### src/rtl/bcd_converter_seq.sv
// Sequential binary-to-BCD converter (double-dabble, one bit per clock).
// Digits are registered and held between conversions so the display never flickers.
module bcd_converter_seq #(
  parameter int WIDTH = 16
) (
  input  logic             clk,
  input  logic             rst,
  input  logic             start,
  input  logic [WIDTH-1:0] bin,
  output logic             busy,
  output logic             done,
  output logic [3:0]       ten_thousands,
  output logic [3:0]       thousands,
  output logic [3:0]       hundreds,
  output logic [3:0]       tens,
  output logic [3:0]       ones,
  output logic             overflow
);

  localparam int CW = (WIDTH > 1) ? $clog2(WIDTH) : 1;

  typedef enum logic [1:0] {
    IDLE  = 2'd0,
    SHIFT = 2'd1,
    DONE  = 2'd2
  } state_t;

  state_t           state;
  state_t           state_next;
  logic [WIDTH-1:0] bin_reg;
  logic [19:0]      scratch;
  logic [CW-1:0]    cnt;
  logic [19:0]      scratch_adj;
  logic [19:0]      scratch_shifted;
  logic             last_bit;
  logic             accept;

  function automatic logic [3:0] add3(input logic [3:0] d);
    return (d >= 4'd5) ? d + 4'd3 : d;
  endfunction

  // All five nibbles are corrected on pre-shift values, then the binary MSB shifts in.
  always_comb begin
    scratch_adj     = {add3(scratch[19:16]), add3(scratch[15:12]), add3(scratch[11:8]),
                       add3(scratch[7:4]), add3(scratch[3:0])};
    scratch_shifted = (scratch_adj << 1) | {19'd0, bin_reg[WIDTH-1]};
    last_bit        = (cnt == CW'(WIDTH - 1));
    accept          = start && (state != SHIFT);
  end

  always_ff @(posedge clk or posedge rst) begin
    if (rst) begin
      state <= IDLE;
    end else begin
      state <= state_next;
    end
  end

  always_comb begin
    state_next = state;
    busy       = 1'b0;
    done       = 1'b0;
    case (state)
      IDLE: begin
        if (start) state_next = SHIFT;
      end
      SHIFT: begin
        busy = 1'b1;
        if (last_bit) state_next = DONE;
      end
      DONE: begin
        done       = 1'b1;
        state_next = start ? SHIFT : IDLE;
      end
      default: state_next = IDLE;
    endcase
  end

  always_ff @(posedge clk or posedge rst) begin
    if (rst) begin
      bin_reg <= '0;
      scratch <= '0;
      cnt     <= '0;
    end else if (accept) begin
      bin_reg <= bin;
      scratch <= '0;
      cnt     <= '0;
    end else if (state == SHIFT) begin
      bin_reg <= bin_reg << 1;
      scratch <= scratch_shifted;
      cnt     <= cnt + CW'(1);
    end
  end

  // Digits only move on the final shift edge, so ignored starts cannot disturb them.
  always_ff @(posedge clk or posedge rst) begin
    if (rst) begin
      ten_thousands <= 4'd0;
      thousands     <= 4'd0;
      hundreds      <= 4'd0;
      tens          <= 4'd0;
      ones          <= 4'd0;
      overflow      <= 1'b0;
    end else if (state == SHIFT && last_bit) begin
      ten_thousands <= scratch_shifted[19:16];
      thousands     <= scratch_shifted[15:12];
      hundreds      <= scratch_shifted[11:8];
      tens          <= scratch_shifted[7:4];
      ones          <= scratch_shifted[3:0];
      overflow      <= (scratch_shifted[19:16] != 4'd0);
    end
  end

endmodule
### config.mk
export PLATFORM = sky130hd
export DESIGN_NAME = bcd_converter_seq
export DESIGN_NICKNAME = d
export VERILOG_FILES = /design/src/rtl/bcd_converter_seq.sv
export SDC_FILE = /design/constraint.sdc
export NUM_CORES = 1
export LEC_CHECK = 0
export ABC_AREA = 1
export BUFFER_PORTS_ARGS = -buffer_cell sky130_fd_sc_hd__clkbuf_2
export CORE_MARGIN = 5
export CORE_UTILIZATION = 61
export CTS_CLUSTER_SIZE = 12
export DETAILED_ROUTE_END_ITERATION = 8
export GPL_ROUTABILITY_DRIVEN = 0
export GPL_TIMING_DRIVEN = 0
export PLACE_DENSITY = 0.84
export RECOVER_POWER = 100
export SLEW_MARGIN = 20
export SYNTH_ARGS = -nofsm -noshare
export SYNTH_HDL_FRONTEND = slang
export SYNTH_SLANG_ARGS = --single-unit
### constraint.sdc
create_clock -name clk -period 3.12 [get_ports clk]
set_input_delay 0 -clock clk [delete_from_list [all_inputs] [get_ports clk]]
set_output_delay 0 -clock clk [all_outputs]
set_load 0.05 [all_outputs]
==> results of run 1 <==
[per-layer routing]
metal	track usage, %	up-vias	wire, um
met4	10.5	0	113
met3	4.18	12	332
met5	0	-	0
li1	-	1281	-
met1	29.9	1250	2990
met2	42.0	84	3560
[report_power, final]
part	switching [mW]	internal [mW]
combinational	1.41	0.549
clock	0.290	0.351
sequential	0.210	1.18
[kinds of logic after synthesis]
group	count (synthesis)	synth area share (%)
compound gates	59	11.2
xor+xnor	3	0.881
fa+ha+maj	11	4.61
buf+inv	54	7.84
flops	63	52.9
mux	1	0.336
simple gates	160	22.2
[worst paths after layout]
| check | from | endpoint | slack, ns |
|---|---|---|---|
| worst max-delay path | state[1]$_DFFE_PP0P_ | busy | 1.04 |
| worst min-delay path | rst | scratch[17]$_DFFE_PP0P_ | 0.26 |
| worst max register to register | state[0]$_DFFE_PP0P_ | bin_reg[9]$_DFFE_PP0P_ | 1.17 |
| worst min register to register | thousands[3]$_DFFE_PP0P_ | thousands[3]$_DFFE_PP0P_ | 0.48 |
| max in group asynchronous | rst | ones[2]$_DFFE_PP0P_ | 1.32 |
| min in group clk | bin[14] | bin_reg[14]$_DFFE_PP0P_ | 0.41 |
[metrics by stage]
stage	instances	setup slack [ns]
after floorplan	351	1.55
after global placement	459	0.818
after detailed placement	460	1.63
after CTS	493	1.46
after global routing	493	0.946
final	493	1.04
[layout make-up]
cell class / count / area (um^2) / area share (%)
Clock buffer: 15 / 176 / 4.93
Tap cell: 67 / 83.8 / 2.34
Inverter: 43 / 163 / 4.55
Sequential cell: 63 / 1580 / 44.1
Multi-Input combinational cell: 234 / 1160 / 32.4
Timing Repair Buffer: 60 / 360 / 10.1
Buffer: 11 / 57.6 / 1.61
[timing repair]
action	4_1_cts	5_1_grt
hold buffers	18	0
buffers inserted	0	0
endpoints found under the hold margin	80	0
[worst max-delay path, stage by stage (launching register included)]
cell and delay (ns):
dfrtp_1 0.36, inv_1 0.07, nand2_1 0.09, clkbuf_1 0.30, inv_2 0.18, buf_2 0.26
clkbuf_1 0.49
[synth_stat cells (all sizes together)]
cell type and n:
buf 11, ha 11, mux2i 1, o221ai 3, nand2 110, a21oi 6
o22ai 6, dfrtp 63, nor2 16, a22o 1, o21ai 36, nand4 4
inv 43, o211ai 7, xor2 3, nand3 30
[cell usage in the layout (no fill, tap or decap), types with 2 or more instances in the layout]
master and n:
nand2_1 109, nor2_1 16, nand4_1 4, a21oi_1 6
clkbuf_1 34, o21ai_0 35, dfrtp_1 63, clkbuf_8 12
dlygate4sd3_1 18, xor2_1 3, buf_4 2, inv_2 2
o22ai_1 6, inv_1 40, nand3_1 30, o211ai_1 7
ha_1 11, o221ai_1 3, clkbuf_2 18
==> flow_summary_export.csv, run 1 <==
group,metric,value,unit
global_routing,grt_overflow,0,
clock_network,cts.repair.resized,0,
placed_design,dpl.hpwl,4810,um
floorplan,start_util,63.2,%
layout,fin_nets,452,
clock_network,cts_buffers,9,
timing,max_slew_margin,18.4,%
timing,post-route-period-util,66.7,%
clock_network,cts_max_level,3,
pwr,p_leak,1.79,nW
layout,largest_reg_flops,20,
synthesis,synthTopCellsByArea,"dfrtp_1 53%, nand2_1 13%, o21ai_0 5.7%",
worst_setup_path,cp-end-kind,"output port",
detailed_routing,drc,0,
placed_design,place_area,0.00330,mm^2
timing,finalWorstPathRequiredPeriod,2.08,ns
layout,stdcell_area,0.00358,mm^2
detailed_routing,first_pass_iters,5,
run_status,status,"finished, final reports clean",
synthesis,yosysUniqueCellTypes,23,
layout,drive_above_1_share,8.92,%
layout,post-route-util,75.7,%
synthesis,seq_area_frac_synth,52.9,%
clock_network,clk_pin_slew_worst_paths,0.06,ns
synthesis,syn_nets,381,
synthesis,yosys_warnings,0,
clock_network,cts_sinks,63,
detailed_routing,via_per_inst,5.33,
timing,tightest_slew,1.22,ns
synthesis,netlist.area_leader.share,52.9,%
worst_hold_path,min_path_type,"input pin to async pin",
timing,rsz0062_at_grt,"false",
timing,fin_skew,0.00352,ns
floorplan,dieArea,0.00639,mm^2
floorplan,fp.dieW,79.9,um
detailed_routing,drtIter0Drc,242,
floorplan,io_pins,42,
pwr,power,3.99,mW
floorplan,core,0.00472,mm^2
layout,antenna_cells,0,
detailed_routing,antenna_left,0,
worst_setup_path,startpoint_type,"register",
timing,drv_slew,0,
synthesis,synth_seq_cells,63,
global_routing,grt_pass1_vias,2548,
timing,fmax,0.480,GHz
timing,finalSetupTns,0,ns
worst_setup_path,crit_required,3.12,ns
pwr,p_per_area,1120,mW/mm^2
pwr,vdd_ir_drop_max,0.598,mV
timing,finalSetupViolations,0,
timing,whs,0.257,ns
worst_setup_path,reg2regPathDepth,5,
synthesis,synthCells,351,
synthesis,synth.avg_cell_area,8.50,um^2
synthesis,synth_top_area_cell,"dfrtp_1",
detailed_routing,wl_per_cell,14.2,um
floorplan,die_h,79.9,um
detailed_routing,num_vias,2627,
floorplan,row_count,25,
clock_network,root_buffer,"clkbuf_8",
global_routing,antenna_found_initial,0,
detailed_routing,drt_wl_total,7000,um
global_routing,grt_max_degree,51,
flow_run,cap_violations,0,
layout,syn_to_final_growth,19.9,%
clock_network,clkLatencyLatePin,0.33,ns
worst_setup_path,crit_type,"register to output port",
placed_design,port_buffers,41,
synthesis,synth_area,0.00298,mm^2
layout,fill_cells,375,
worst_setup_path,critPathArrivalTime,2.08,ns
global_routing,grt_use_total,24.4,%
timing,hold_viol_final,0,
clock_network,clockBufferDepth,2,
worst_setup_path,path_max_fanout,10,
clock_network,cts_tree,"built",
global_routing,grt_pass1_wl,11800,um
No activity file was read; power rests on OpenSTA's default activity.
==> run 2, diff against run 1 <==
--- a/config.mk
+++ b/config.mk
@@ -8,12 +8,12 @@
 export ABC_AREA = 1
 export BUFFER_PORTS_ARGS = -buffer_cell sky130_fd_sc_hd__clkbuf_2
 export CORE_MARGIN = 5
-export CORE_UTILIZATION = 61
+export CORE_UTILIZATION = 57
 export CTS_CLUSTER_SIZE = 12
 export DETAILED_ROUTE_END_ITERATION = 8
 export GPL_ROUTABILITY_DRIVEN = 0
 export GPL_TIMING_DRIVEN = 0
-export PLACE_DENSITY = 0.84
+export PLACE_DENSITY = 0.79
 export RECOVER_POWER = 100
 export SLEW_MARGIN = 20
 export SYNTH_ARGS = -nofsm -noshare
==> constraint.sdc (replaced) <==
create_clock -name clk -period 2 [get_ports clk]
set_input_delay 0 -clock clk [delete_from_list [all_inputs] [get_ports clk]]
set_output_delay 0 -clock clk [all_outputs]
set_load 0.05 [all_outputs]
==> run 2 against run 1 <==
Global-route usage is 0.71 points higher. Via count up 0.88%. Die area up 6.1%. Critical path depth is the same. Clock skew grew 0.0026 ns. Setup slack got worse by 0.75 ns. Non-clock buffer count stayed put. Final area about the same. Clock power grew 46%. Highest routed layer unchanged.
==> flow_summary_export.csv, run 2 (synthesis gave the netlist of run 1 again) <==
group,metric,value,unit
run_status,status,"finished, final reports clean",
worst_setup_path,crit_type,"register to output port",
detailed_routing,drt_wl_total,7270,um
timing,post-route-period-util,85.5,%
worst_hold_path,min_path_type,"input pin to async pin",
floorplan,fp.dieW,82.3,um
worst_setup_path,timing.rr.end,"ones[0]$_DFFE_PP0P_",
layout,layoutNonFillerInstCount,496,
layout,largest_reg_flops,20,
detailed_routing,via_per_inst,5.34,
clock_network,post-cts-setup-buffers,0,
clock_network,cts.repair.resized,0,
worst_setup_path,crit_required,2.00,ns
timing,tightest_slew,0.699,ns
layout,post-route-util,70.1,%
layout,fill_cells,437,
layout,stdcell_area,0.00358,mm^2
floorplan,row_count,26,
layout,drive_above_1_share,10.1,%
layout,antenna_cells,0,
layout,syn_to_final_growth,20.0,%
clock_network,cts_sinks,63,
placed_design,placedCellCount,463,
floorplan,dieArea,0.00678,mm^2
floorplan,io_pins,42,
timing,drv_slew,0,
global_routing,grt_overflow,0,
floorplan,die_h,82.3,um
global_routing,grt_pass1_vias,2742,
detailed_routing,drtIter0Drc,200,
placed_design,dp_slack,0.451,ns
worst_setup_path,path_max_fanout,10,
clock_network,clockBufferDepth,2,
pwr,vdd_ir_drop_max,0.791,mV
timing,finalSetupViolations,0,
worst_setup_path,critPathArrivalTime,1.71,ns
timing,fmax,0.585,GHz
timing,max_slew_margin,53.4,%
floorplan,core,0.00511,mm^2
placed_design,place_area,0.00331,mm^2
detailed_routing,num_vias,2650,
timing,rsz0062_at_grt,"false",
timing,fin_skew,0.00611,ns
timing,finalWorstSetupSlack,0.290,ns
timing,whs,0.211,ns
detailed_routing,drc,0,
timing,finalWorstPathRequiredPeriod,1.71,ns
clock_network,cts_buffers,9,
placed_design,dpl.hpwl,4920,um
worst_setup_path,reg2regPathDepth,7,
clock_network,root_buffer,"clkbuf_8",
global_routing,grt_use_total,25.1,%
pwr,p_per_area,1740,mW/mm^2
worst_setup_path,startpoint_type,"register",
clock_network,cts_tree,"built",
global_routing,grt_max_degree,52,
layout,layout.cells.most_common,"nand2_1",
layout,final_cell_mix,"109 x nand2_1, 63 x dfrtp_1, 40 x inv_1",
clock_network,clk_pin_slew_worst_paths,0.07,ns
global_routing,antenna_found_initial,0,
flow_run,cap_violations,0,
pwr,p_leak,1.80,nW
worst_setup_path,r2r_setup_slack,0.29,ns
detailed_routing,wl_per_cell,14.7,um
clock_network,cts_max_level,3,
clock_network,clkLatencyLatePin,0.33,ns
detailed_routing,first_pass_iters,4,
global_routing,grt_pass1_wl,12600,um
floorplan,start_util,58.4,%
worst_setup_path,cp-end-kind,"output port",
placed_design,port_buffers,41,
detailed_routing,antenna_left,0,
timing,hold_viol_final,0,
layout,fin_nets,452,
worst_setup_path,r2r-start,"cnt[0]$_DFFE_PP0P_",
[run 2: changes by cell type in the layout (fill, tap and decap cells not counted), sizes merged]
cell,delta
clkinv,+1
buf,+2
clkbuf,-3
[run 2: repair_timing]
| action | CTS | global route |
|---|---|---|
| hold endpoints to repair | 80 | 0 |
| hold buffers | 18 | 0 |
| setup endpoints to repair | 0 | 0 |
[run 2: how the worst max path moves through the flow]
stage,start,endpoint,slack [ns],cells after the start
finish,state[1]$_DFFE_PP0P_,busy,0.29,6
global placement,rst,thousands[0]$_DFFE_PP0P_,-0.32,2
detailed placement,scratch[12]$_DFFE_PP0P_,scratch[14]$_DFFE_PP0P_,0.45,9
CTS,state[1]$_DFFE_PP0P_,busy,0.33,6
floorplan,rst,bin_reg[0]$_DFFE_PP0P_,0.43,1
global route,cnt[0]$_DFFE_PP0P_,hundreds[3]$_DFFE_PP0P_,0.13,7
[run 2: layer usage]
metal  track usage, %  wire length (um)
met5                0                 0
met2             41.4              3550
met4             13.0               240
met3             4.45               431
met1             31.4              3050
[run 2: power by group]
group / total (mW) / switching (mW) / internal (mW)
Combinational: 3.10 / 2.23 / 0.874
Sequential: 2.17 / 0.327 / 1.85
Clock: 0.938 / 0.461 / 0.477
Total: 6.21 / 3.01 / 3.20
[run 2: layout make-up]
| type | instances | area [um^2] | area share (%) |
|---|---|---|---|
| plain buffers | 11 | 68.8 | 1.92 |
| inverters | 43 | 163 | 4.55 |
| repair buffers | 60 | 365 | 10.2 |
| flip-flops and latches | 63 | 1580 | 44.1 |
| clock buffers | 14 | 153 | 4.27 |
| multi-input cells | 234 | 1160 | 32.4 |
| well taps | 70 | 87.6 | 2.45 |
| clock inverters | 1 | 5.00 | 0.140 |
[run 2: worst max-delay path, stage by stage (launching register included)]
cell      delay (ns)
dfrtp_1         0.36
inv_1           0.07
nand2_1         0.10
buf_6           0.17
inv_2           0.10
clkbuf_2        0.25
clkbuf_2        0.32
[run 2: per-stage QoR]
| step | total power, mW | setup TNS (ns) |
|---|---|---|
| 3_3_place_gp | 5.14 | -20.00 |
| 2_1_floorplan | 4.52 | 0 |
| 4_1_cts | 6.29 | 0 |
| 6_report | 6.21 | 0 |
| 5_1_grt | 6.74 | 0 |
| 3_5_place_dp | 5.30 | 0 |
==> run 3, diff against run 2 <==
--- a/config.mk
+++ b/config.mk
@@ -13,6 +13,7 @@
 export DETAILED_ROUTE_END_ITERATION = 8
 export GPL_ROUTABILITY_DRIVEN = 0
 export GPL_TIMING_DRIVEN = 0
+export MAX_ROUTING_LAYER = met4
 export PLACE_DENSITY = 0.79
 export RECOVER_POWER = 100
 export SLEW_MARGIN = 20
==> run 3 against run 2 <==
Non-clock buffer count is the same. Final area unchanged. Utilization unchanged. Total power is 0.21% higher. Routed wire length rose by 0.41%. Die area unchanged. Critical endpoint is now ones[0]$_DFFE_PP0P_. Final cell count did not move. Combinational power is essentially flat.
==> flow_summary_export.csv, run 3 (synthesis gave the netlist of run 1 again) <==
group,metric,value,unit
pwr,vdd_ir_drop_max,0.793,mV
global_routing,grt_pass1_wl,12700,um
worst_setup_path,path_cells,"ha_1 > nand3_1 > nor2_1 > inv_1 > buf_2 > nand2_1 > o21ai_0",
timing,finalSetupViolations,0,
floorplan,io_pins,42,
placed_design,placedCellCount,463,
detailed_routing,drt_wl_total,7300,um
layout,fin_nets,452,
detailed_routing,first_pass_iters,4,
floorplan,start_util,58.4,%
timing,finalSetupTns,0,ns
timing,tightest_slew,0.693,ns
clock_network,post-cts-setup-buffers,0,
clock_network,clockBufferDepth,2,
layout,post-route-util,70.1,%
layout,multi_input_area,0.00116,mm^2
worst_setup_path,crit_type,"register to register",
layout,largest_reg_flops,20,
clock_network,root_buffer,"clkbuf_8",
placed_design,dp_slack,0.451,ns
timing,fmax,0.585,GHz
worst_setup_path,crit_required,2.21,ns
clock_network,cts.repair.resized,0,
timing,max_slew_margin,53.8,%
global_routing,grt_pass1_vias,2743,
floorplan,fp.dieW,82.3,um
timing,finalWorstSetupSlack,0.291,ns
detailed_routing,drtIter0Drc,165,
worst_setup_path,slowest_delay,0.39,ns
pwr,p_per_area,1740,mW/mm^2
floorplan,row_count,26,
clock_network,cts_tree,"built",
global_routing,grt_overflow,0,
timing,hold_viol_final,0,
global_routing,grt_max_degree,52,
layout,fill_cells,437,
placed_design,port_buffers,41,
run_status,status,"finished, final reports clean",
pwr,p_leak,1.80,nW
clock_network,cts_max_level,3,
layout,layout.cells.most_common,"nand2_1",
global_routing,antenna_found_initial,0,
clock_network,clk_pin_slew_worst_paths,0.07,ns
clock_network,clkLatencyLatePin,0.34,ns
layout,antenna_cells,0,
flow_run,cap_violations,0,
timing,drv_slew,0,
timing,rsz0062_at_grt,"false",
worst_setup_path,critPathArrivalTime,1.92,ns
worst_setup_path,startpoint_type,"register",
detailed_routing,wl_per_cell,14.7,um
worst_setup_path,path_max_fanout,10,
detailed_routing,num_vias,2645,
detailed_routing,antenna_left,0,
timing,finalWorstPathRequiredPeriod,1.71,ns
timing,whs,0.204,ns
floorplan,die_h,82.3,um
floorplan,dieArea,0.00678,mm^2
layout,layoutNonFillerInstCount,496,
clock_network,cts_sinks,63,
timing,fin_skew,0.00646,ns
layout,drive_above_1_share,10.1,%
layout,final_cell_mix,"109 x nand2_1, 63 x dfrtp_1, 40 x inv_1",
detailed_routing,drc,0,
global_routing,grt_use_total,25.8,%
clock_network,cts_buffers,9,
layout,syn_to_final_growth,20.0,%
layout,seq_area,0.00158,mm^2
timing,post-route-period-util,85.5,%
floorplan,core,0.00511,mm^2
worst_setup_path,slowest_stage,"dfrtp_1",
placed_design,dpl.hpwl,4920,um
detailed_routing,via_per_inst,5.33,
worst_hold_path,min_path_type,"input pin to async pin",
worst_setup_path,cp-end-kind,"register",
run 3: cell counts in the layout (fill, tap and decap cells not counted):
No cell type changed its count.
run 3: per-layer routing:
layer,up-vias,track usage [%],share of wire [%]
li1,1279,-,-
met1,1256,31.3,42
met2,85,41.5,49
met3,25,6.07,5.4
met4,0,11.0,3.2
met5,-,-,0
run 3: cell type report:
| class | instances | area share [%] |
|---|---|---|
| flip-flops and latches | 63 | 44.1 |
| multi-input cells | 234 | 32.4 |
| repair buffers | 60 | 10.2 |
| inverters | 43 | 4.55 |
| clock buffers | 14 | 4.27 |
| well taps | 70 | 2.45 |
| plain buffers | 11 | 1.92 |
| clock inverters | 1 | 0.140 |
run 3: power by group:
| part | switching, mW | internal, mW |
|---|---|---|
| Combinational | 2.23 | 0.874 |
| Clock | 0.469 | 0.477 |
| Sequential | 0.328 | 1.85 |
| Total | 3.03 | 3.20 |
run 3: what timing repair did:
action,4_1_cts,5_1_grt
hold buffers,18,0
hold endpoints to repair,80,0
endpoints found under the setup margin,0,0
run 3: stage by stage:
step	area (um^2)	total power, mW
final	3580	6.22
after global routing	3580	6.75
after CTS	3640	6.29
after detailed placement	3310	5.30
after global placement	3280	5.14
after floorplan	2980	4.52
run 3: worst paths after layout:
| path | depth (start not counted) | startpoint | slack, ns | to |
|---|---|---|---|---|
| max in group asynchronous | 4 | rst | 0.71 | scratch[4]$_DFFE_PP0P_ |
| worst min register to register | 2 | thousands[0]$_DFFE_PP0P_ | 0.48 | thousands[0]$_DFFE_PP0P_ |
| min in group clk | 4 | bin[14] | 0.41 | bin_reg[14]$_DFFE_PP0P_ |
| worst max-delay path | 7 | cnt[0]$_DFFE_PP0P_ | 0.29 | ones[0]$_DFFE_PP0P_ |
| worst max register to register | 7 | cnt[0]$_DFFE_PP0P_ | 0.29 | ones[0]$_DFFE_PP0P_ |
| worst min-delay path | 3 | rst | 0.20 | scratch[19]$_DFFE_PP0P_ |
run 3: worst max-delay path, delay by kind of cell, from the launching register on:
family                   cells  cell delay [ns]
flip-flops                   1             0.39
AO/OA/AOI/OAI                1             0.09
AND/OR/NAND/NOR              3             0.59
adder cells (fa/ha/maj)      1             0.18
buffers and inverters        2             0.33
